--- src/rtl/pulse_gate_counter.sv ---
// pulse_gate_counter: counts qualified single-cycle pulses over a programmable
// gate window and offers each completed total through a valid/ack handshake.
// Gating can be single-shot or continuous. Continuous mode re-arms with no
// dead cycle between windows.
module pulse_gate_counter #(
    parameter int CNT_W  = 16,
    parameter int GATE_W = 24
) (
    input  logic              clk,
    input  logic              rst,
    input  logic              pulse_in,
    input  logic [GATE_W-1:0] gate_len,
    input  logic              start,
    input  logic              continuous,
    input  logic              abort,
    output logic              busy,
    output logic [CNT_W-1:0]  count_out,
    output logic              count_ovf,
    output logic              count_valid,
    input  logic              count_ack,
    output logic              result_lost
);

    typedef enum logic {IDLE, RUN} state_t;

    state_t            state, state_nx;
    logic [GATE_W-1:0] len_q;
    logic [GATE_W-1:0] timer;
    logic              cont_q;
    logic [CNT_W-1:0]  acc;
    logic              acc_ovf;
    logic [CNT_W-1:0]  acc_inc;
    logic              ovf_inc;
    logic              last_cyc;
    logic              arm;
    logic              new_result;

    // Saturating increment: this cycle's pulse is folded in. The final-cycle
    // result is taken from here, so a pulse on the last gate cycle still counts.
    always_comb begin
        acc_inc = acc;
        ovf_inc = acc_ovf;
        if (pulse_in) begin
            if (acc == {CNT_W{1'b1}}) ovf_inc = 1'b1;
            else                      acc_inc = acc + CNT_W'(1);
        end
    end

    assign last_cyc = (state == RUN) && (timer == len_q - GATE_W'(1));
    assign busy     = (state == RUN);

    // State register.
    always_ff @(posedge clk) begin
        if (rst) state <= IDLE;
        else     state <= state_nx;
    end

    // Next state: abort outranks end-of-gate, so an abort on the last cycle yields no result.
    always_comb begin
        state_nx   = state;
        arm        = 1'b0;
        new_result = 1'b0;
        case (state)
            IDLE: begin
                if (start) begin
                    state_nx = RUN;
                    arm      = 1'b1;
                end
            end
            RUN: begin
                if (abort) begin
                    state_nx = IDLE;
                end else if (last_cyc) begin
                    new_result = 1'b1;
                    state_nx   = cont_q ? RUN : IDLE;
                end
            end
            default: state_nx = IDLE;
        endcase
    end

    // Gate timer and accumulator. Both clear at every window boundary, so the
    // next window starts on the following cycle.
    always_ff @(posedge clk) begin
        if (rst) begin
            len_q   <= '0;
            cont_q  <= 1'b0;
            timer   <= '0;
            acc     <= '0;
            acc_ovf <= 1'b0;
        end else if (arm) begin
            len_q   <= (gate_len == '0) ? GATE_W'(1) : gate_len;
            cont_q  <= continuous;
            timer   <= '0;
            acc     <= '0;
            acc_ovf <= 1'b0;
        end else if (state == RUN) begin
            if (last_cyc || abort) begin
                timer   <= '0;
                acc     <= '0;
                acc_ovf <= 1'b0;
            end else begin
                timer   <= timer + GATE_W'(1);
                acc     <= acc_inc;
                acc_ovf <= ovf_inc;
            end
        end
    end

    // Result word and handshake. A new result wins over an ack in the same
    // cycle. Overwriting an unread, unacked result sets the sticky lost flag.
    always_ff @(posedge clk) begin
        if (rst) begin
            count_out   <= '0;
            count_ovf   <= 1'b0;
            count_valid <= 1'b0;
            result_lost <= 1'b0;
        end else if (new_result) begin
            count_out   <= acc_inc;
            count_ovf   <= ovf_inc;
            count_valid <= 1'b1;
            if (count_valid && !count_ack) result_lost <= 1'b1;
        end else if (count_valid && count_ack) begin
            count_valid <= 1'b0;
        end
    end

endmodule

--- config.mk ---
export PLATFORM = sky130hd
export DESIGN_NAME = pulse_gate_counter
export DESIGN_NICKNAME = d
export VERILOG_FILES = /design/src/rtl/pulse_gate_counter.sv
export SDC_FILE = /design/constraint.sdc
export NUM_CORES = 1
export LEC_CHECK = 0
export ABC_AREA = 1
export ABC_CLOCK_PERIOD_IN_PS = 3050
export CORE_AREA = 4 4 127 129
export DETAILED_ROUTE_END_ITERATION = 6
export DIE_AREA = 0 0 131 133
export GPL_ROUTABILITY_DRIVEN = 0
export SYNTH_ARGS = -nofsm -noshare
export SYNTH_HDL_FRONTEND = slang
export SYNTH_SLANG_ARGS = --single-unit
--- constraint.sdc ---
create_clock -name clk -period 3.05 [get_ports clk]
set_input_delay 0.4575 -clock clk [delete_from_list [all_inputs] [get_ports clk]]
set_output_delay 0.4575 -clock clk [all_outputs]
set_load 0.02 [all_outputs]
==> impl_metrics.env, run 1 <==
export IMPL_required_ps=3280
export IMPL_clk_pin_slew_ps=60
export IMPL_fin_nets=867
export IMPL_dieArea_mm2=0.0174
export IMPL_tritoncts="done"
export IMPL_htreeDepth=3
export IMPL_grt_pass1_vias=4720
export IMPL_dpl_instance_area_mm2=0.00585
export IMPL_synth_top_area_share_pct=33.4
export IMPL_total_power_mw=2.81
export IMPL_final_util_pct=41.2
export IMPL_cp_end_kind="flop"
export IMPL_p_leak_nw=2.70
export IMPL_finClkSkew_ps=6.60
export IMPL_synth_area_leaders="dfxtp_1, nand2_1, inv_1"
export IMPL_final_area_mm2=0.00619
export IMPL_pin_count=51
export IMPL_synth_compound_area_share_pct=7.07
export IMPL_final_antenna_net_count=0
export IMPL_ys_seq_area_share_pct=33.4
export IMPL_synth_seq_cells=86
export IMPL_setup_viol=0
export IMPL_crit_type="reg2reg"
export IMPL_status="complete, no violations"
export IMPL_place_inst=1006
export IMPL_port_buffers=50
export IMPL_period_needed_ps=2780
export IMPL_overflow=0
export IMPL_antenna_found_initial=0
export IMPL_hold_path_class="reg2reg"
export IMPL_clockBufferDepth=2
export IMPL_holdBufCountCts=0
export IMPL_rows=45
export IMPL_synth_enable_flop_cells=0
export IMPL_cp_max_fo=23
export IMPL_chipHeight_um=133
export IMPL_grt_max_degree=29
export IMPL_synth_most_common_cell="nand2_1"
export IMPL_start_util_pct=34.3
export IMPL_yosysWarnings=0
export IMPL_cts_sinks=86
export IMPL_synth_top_cells_by_count="nand2_1, inv_1, dfxtp_1"
export IMPL_fmax_mhz=360
export IMPL_cts_root_buffer="clkbuf_16"
export IMPL_fin_ws_ps=270
export IMPL_worst_slew_pin_slew_ps=1010
export IMPL_syn_nets=812
export IMPL_wl_per_cell_um=13.2
export IMPL_final_setup_tns_ps=0
export IMPL_fin_crit_sh_pct=91.1
export IMPL_drive_gt1_share_pct=9.31
export IMPL_synthAdderAreaFrac_pct=0.729
export IMPL_synthXorXnorAreaFrac_pct=8.11
export IMPL_rsz0062_at_grt="no"
export IMPL_areaGrowthSynthToFinish_pct=20.2
export IMPL_hold_violations=0
export IMPL_relSlewSlack_pct=32.7
export IMPL_die_w_um=131
export IMPL_antenna_cells=0
export IMPL_power_density_mw_per_mm2=454
export IMPL_cts_buffers=9
export IMPL_ir_worst_vdd_mv=0.289
export IMPL_crit_arrival_ps=3010
export IMPL_drt_pass1_iter_count=5
export IMPL_synth_top_family_by_area="simple AND/OR/NAND/NOR gates"
export IMPL_synth_main_ff_cell="dfxtp_1"
export IMPL_synthArstFlopShare_pct=0
export IMPL_drv_slew=0
export IMPL_synth_cells=778
export IMPL_syn_cell_area_mm2=0.00515
export IMPL_finalNonFillerCells=1026
export IMPL_synth_simple_area_share_pct=38.9
export IMPL_dr_total_vias=4815
export IMPL_synth_avg_cell_area_um2=6.62
export IMPL_drc_errors=0
export IMPL_drtIter0Drc=301
export IMPL_wl_mm=13.5
export IMPL_post_place_ws_ps=204
export IMPL_grt_pass1_wl_mm=22.7
export IMPL_core_mm2=0.0150
export IMPL_ys_types=36
export IMPL_n_fill_cell=1550
export IMPL_holdWs_ps=481
export IMPL_grt_usage_pct=16.2
export IMPL_dp_hpwl_mm=10.2
export IMPL_start_kind="flop"
export IMPL_viasPerCell=4.69
export IMPL_clkLatencyLatePin_ps=340
export IMPL_synthMuxAreaShare_pct=0
export IMPL_cap_violations=0
export IMPL_synth_area_leader_cell="dfxtp_1"
==> timing repair <==
action / in CTS / in global routing
buffers inserted: 0 / 4
gates resized for setup: 0 / 1
setup endpoints to repair: 0 / 23
==> layout by cell type (no fill, tap or decap), types with 2 or more instances in the layout <==
| cell type | netlist | routed |
|---|---|---|
| nand3_2 | 3 | 3 |
| buf_4 | 0 | 13 |
| nor4_1 | 4 | 4 |
| nand2_2 | 3 | 3 |
| nand4_1 | 24 | 24 |
| clkbuf_1 | 12 | 2 |
| nor2_1 | 82 | 82 |
| xnor2_1 | 17 | 17 |
| clkdlybuf4s50_1 | 0 | 50 |
| o22ai_1 | 13 | 13 |
| nor2_2 | 28 | 28 |
| clkbuf_16 | 0 | 9 |
| nor3_1 | 11 | 11 |
| nand3b_1 | 4 | 4 |
| o21ai_0 | 24 | 24 |
| xor2_1 | 27 | 27 |
| nand3_1 | 70 | 70 |
| nor2_8 | 2 | 2 |
| clkinv_1 | 2 | 2 |
| nand2_4 | 4 | 3 |
| xor2_2 | 2 | 2 |
| a21oi_1 | 26 | 26 |
| ha_1 | 3 | 3 |
| nand2_1 | 179 | 179 |
| inv_1 | 131 | 131 |
| dfxtp_1 | 86 | 86 |
| nor2_4 | 5 | 5 |
| clkinv_4 | 0 | 3 |
==> critical path, cell delays in order, from the launching register on <==
cell     delay (ps)
dfxtp_1         320
inv_1           160
ha_1            270
nand2_2         110
nor2_4          200
buf_4           160
xor2_2          130
nand3_1          90
nor2_2          100
nand3_2          80
nor2_4          280
nand2_4         210
nand2_1         100
nand2_1         130
nand2_8         220
nor2_1           70
==> final cells by class <==
type,count,area (um2),area share (%)
clock buffers,12,246,3.98
clock inverters,4,56.3,0.910
flip-flops and latches,86,1720,27.8
well taps,188,235,3.80
multi-input cells,540,2830,45.8
inverters,133,499,8.07
repair buffers,63,598,9.66
==> routing by layer <==
metal / vias up / wire [um] / part of all wire (%) / track usage [%]
met4: 0 / 280 / 2.1 / 5.89
met2: 99 / 6490 / 48 / 26.7
met1: 2135 / 6090 / 45 / 20.4
li1: 2557 / - / - / -
met5: - / 0 / 0 / 0
met3: 24 / 672 / 5.0 / 3.47
==> final timing paths <==
check,to,from,cells past startpoint,slack [ps]
setup / recovery,timer[2],len_q[0],15,270
hold / removal,result_lost,result_lost,2,480
setup reg to reg,timer[2],len_q[0],15,270
hold reg to reg,result_lost,result_lost,2,480
==> power by group <==
part           switching (mW)  internal, mW  total, mW  leakage, nW
logic                   0.321         0.184      0.505         1.86
clock network           0.459         0.662       1.12        0.147
registers              0.0324          1.15       1.18        0.697
total                   0.813          2.00       2.81         2.70
==> sequential cells by signal, summed over array words and instances, names as in the netlist <==
signal,count
len_q,24
count_valid,1
timer,24
count_out,16
result_lost,1
acc_ovf,1
count_ovf,1
acc,16
cont_q,1
busy,1
==> kinds of logic (layout without fill, tap and decap cells) <==
kind of cell             Yosys count  after routing
flip-flops                        86             86
XOR/XNOR                          46             46
adder cells (fa/ha/maj)            3              3
AO/OA/AOI/OAI                     67             67
buffers and inverters            152            212
AND/OR/NAND/NOR                  424            424
(Power assumes the default switching activity.)
==> inputs of run 2 (changes only) <==
--- a/config.mk
+++ b/config.mk
@@ -11,6 +11,9 @@
 export DETAILED_ROUTE_END_ITERATION = 6
 export DIE_AREA = 0 0 131 133
 export GPL_ROUTABILITY_DRIVEN = 0
+export GPL_TIMING_DRIVEN = 0
+export RECOVER_POWER = 100
+export SLEW_MARGIN = 15
 export SYNTH_ARGS = -nofsm -noshare
 export SYNTH_HDL_FRONTEND = slang
 export SYNTH_SLANG_ARGS = --single-unit
==> run 2 against run 1 <==
Critical path depth unchanged; routed wire length up 1.5%; combinational power down 2%; power down 0.45%; clock power about the same; hold slack worse by 23 ps; final cell count up 0.49%; clock skew down 0.73 ps; clock-buffer cell count down 1; highest routed layer unchanged.
==> impl_metrics.env, run 2 (same netlist as run 1, synthesis figures left out) <==
export IMPL_drt_pass1_iter_count=5
export IMPL_required_ps=3290
export IMPL_fmax_mhz=367
export IMPL_drtIter0Drc=309
export IMPL_chipHeight_um=133
export IMPL_overflow=0
export IMPL_power_density_mw_per_mm2=455
export IMPL_crit_top_cell="nand2_1"
export IMPL_wl_mm=13.7
export IMPL_port_buffers=49
export IMPL_cp_num_buf_inv=3
export IMPL_hold_start="result_lost"
export IMPL_cts_buffers=9
export IMPL_cpLargestDelayFamily="simple AND/OR/NAND/NOR gates"
export IMPL_fin_crit_sh_pct=89.3
export IMPL_holdBufCountCts=0
export IMPL_hold_violations=0
export IMPL_rows=45
export IMPL_r2r_slack_ps=330
export IMPL_holdPathStages=2
export IMPL_post_cts_resized=0
export IMPL_rr_endpoint="timer[22]"
export IMPL_period_needed_ps=2720
export IMPL_p_leak_nw=2.75
export IMPL_antenna_found_initial=0
export IMPL_grt_usage_pct=16.6
export IMPL_hold_path_class="reg2reg"
export IMPL_final_antenna_net_count=0
export IMPL_die_w_um=131
export IMPL_grt_pass1_wl_mm=23.0
export IMPL_worst_slew_pin_slew_ps=819
export IMPL_clkLatencyLatePin_ps=350
export IMPL_setup_viol=0
export IMPL_rsz0062_at_grt="no"
export IMPL_finClkSkew_ps=5.88
export IMPL_wl_per_cell_um=13.3
export IMPL_start_util_pct=34.3
export IMPL_viasPerCell=4.64
export IMPL_grt_max_degree=15
export IMPL_cap_violations=0
export IMPL_final_setup_tns_ps=0
export IMPL_core_mm2=0.0150
export IMPL_tritoncts="done"
export IMPL_status="complete, no violations"
export IMPL_n_fill_cell=1563
export IMPL_drv_slew=0
export IMPL_antenna_cells=0
export IMPL_cts_sinks=86
export IMPL_ir_worst_vdd_mv=0.322
export IMPL_cp_end_kind="flop"
export IMPL_cpMaxStageDelayCell="dfxtp_1"
export IMPL_cp_max_fo=10
export IMPL_mostFrequentLayoutCell="nand2_1"
export IMPL_clockBufferDepth=2
export IMPL_fin_nets=872
export IMPL_clk_pin_slew_ps=60
export IMPL_reg_top3="len_q: 24 flops, timer: 24 flops"
export IMPL_areaGrowthSynthToFinish_pct=19.4
export IMPL_path_cells="inv_1 -> ha_1 -> nand2_1 -> nor2_4 -> buf_6 -> nand4_1 -> nor2_1 -> xor2_1 -> nor2_4 -> nand2_4 -> nand2_1 -> nand2_1 -> nand2_4 -> buf_6 -> nor2_2"
export IMPL_whs_endpoint="result_lost"
export IMPL_layout_common_cells="nand2_1, inv_1, nor2_1"
export IMPL_post_cts_setup_buffer_count=0
export IMPL_start_kind="flop"
export IMPL_grt_pass1_vias=4746
export IMPL_htreeDepth=3
export IMPL_crit_type="reg2reg"
export IMPL_relSlewSlack_pct=45.2
export IMPL_crit_reg2reg_launch="len_q[0]"
export IMPL_crit_arrival_ps=2960
export IMPL_pin_count=51
export IMPL_drc_errors=0
export IMPL_dp_hpwl_mm=10.6
export IMPL_dr_total_vias=4787
export IMPL_dieArea_mm2=0.0174
export IMPL_drive_gt1_share_pct=7.47
export IMPL_max_stage_delay_ps=340
export IMPL_final_util_pct=40.9
export IMPL_cts_root_buffer="clkbuf_16"
export IMPL_r2r_cells=15
export IMPL_crit_start="len_q[0]"
run 2: how the worst max path moves through the flow:
| stage | to | slack (ps) | cells past startpoint |
|---|---|---|---|
| 6_report | timer[22] | 330 | 15 |
| 5_1_grt | timer[18] | 60 | 17 |
| 3_5_place_dp | len_q[17] | 360 | 8 |
| 2_1_floorplan | timer[12] | 790 | 17 |
| 4_1_cts | timer[22] | 350 | 15 |
| 3_3_place_gp | timer[21] | 390 | 17 |
run 2: layout make-up:
type | instances | area, um2 | share of cell area [%]
Clock inverter | 5 | 58.8 | 0.956
Inverter | 133 | 499 | 8.12
Tap cell | 188 | 235 | 3.83
Clock buffer | 11 | 243 | 3.95
Multi-Input combinational cell | 540 | 2800 | 45.5
Timing Repair Buffer | 49 | 490 | 7.98
Sequential cell | 86 | 1720 | 28.0
Buffer | 19 | 103 | 1.67
run 2: metal layers:
layer,routed length [um],up-vias,GRT usage (%)
met3,549,14,4.32
li1,-,2561,-
met1,6340,2128,20.8
met5,0,-,0
met2,6620,84,28.2
met4,213,0,4.06
run 2: through the flow:
stage / std cells / hold WS (ps) / cell area (um2) / setup WS (ps) / power (mW)
4_1_cts: 1031 / 465 / 6180 / 349 / 2.84
2_1_floorplan: 778 / 449 / 5150 / 795 / 1.56
6_report: 1031 / 458 / 6150 / 326 / 2.80
3_5_place_dp: 1015 / 447 / 5880 / 356 / 1.71
3_3_place_gp: 1015 / 457 / 5880 / 388 / 1.70
5_1_grt: 1031 / 512 / 6150 / 61.6 / 2.93
run 2: worst reg2reg max path, cell delays in order (launching register included):
cell and delay (ps):
dfxtp_1 340, inv_1 160, ha_1 270, nand2_1 150
nor2_4 140, buf_6 160, nand4_1 140, nor2_1 150
xor2_1 120, nor2_4 310, nand2_4 160, nand2_1 100
nand2_1 90, nand2_4 110, buf_6 180, nor2_2 50
run 2: report_power, final:
group | leakage [nW] | internal (mW) | switching (mW)
registers | 0.697 | 1.15 | 0.0320
logic | 1.91 | 0.173 | 0.320
clock network | 0.142 | 0.657 | 0.464
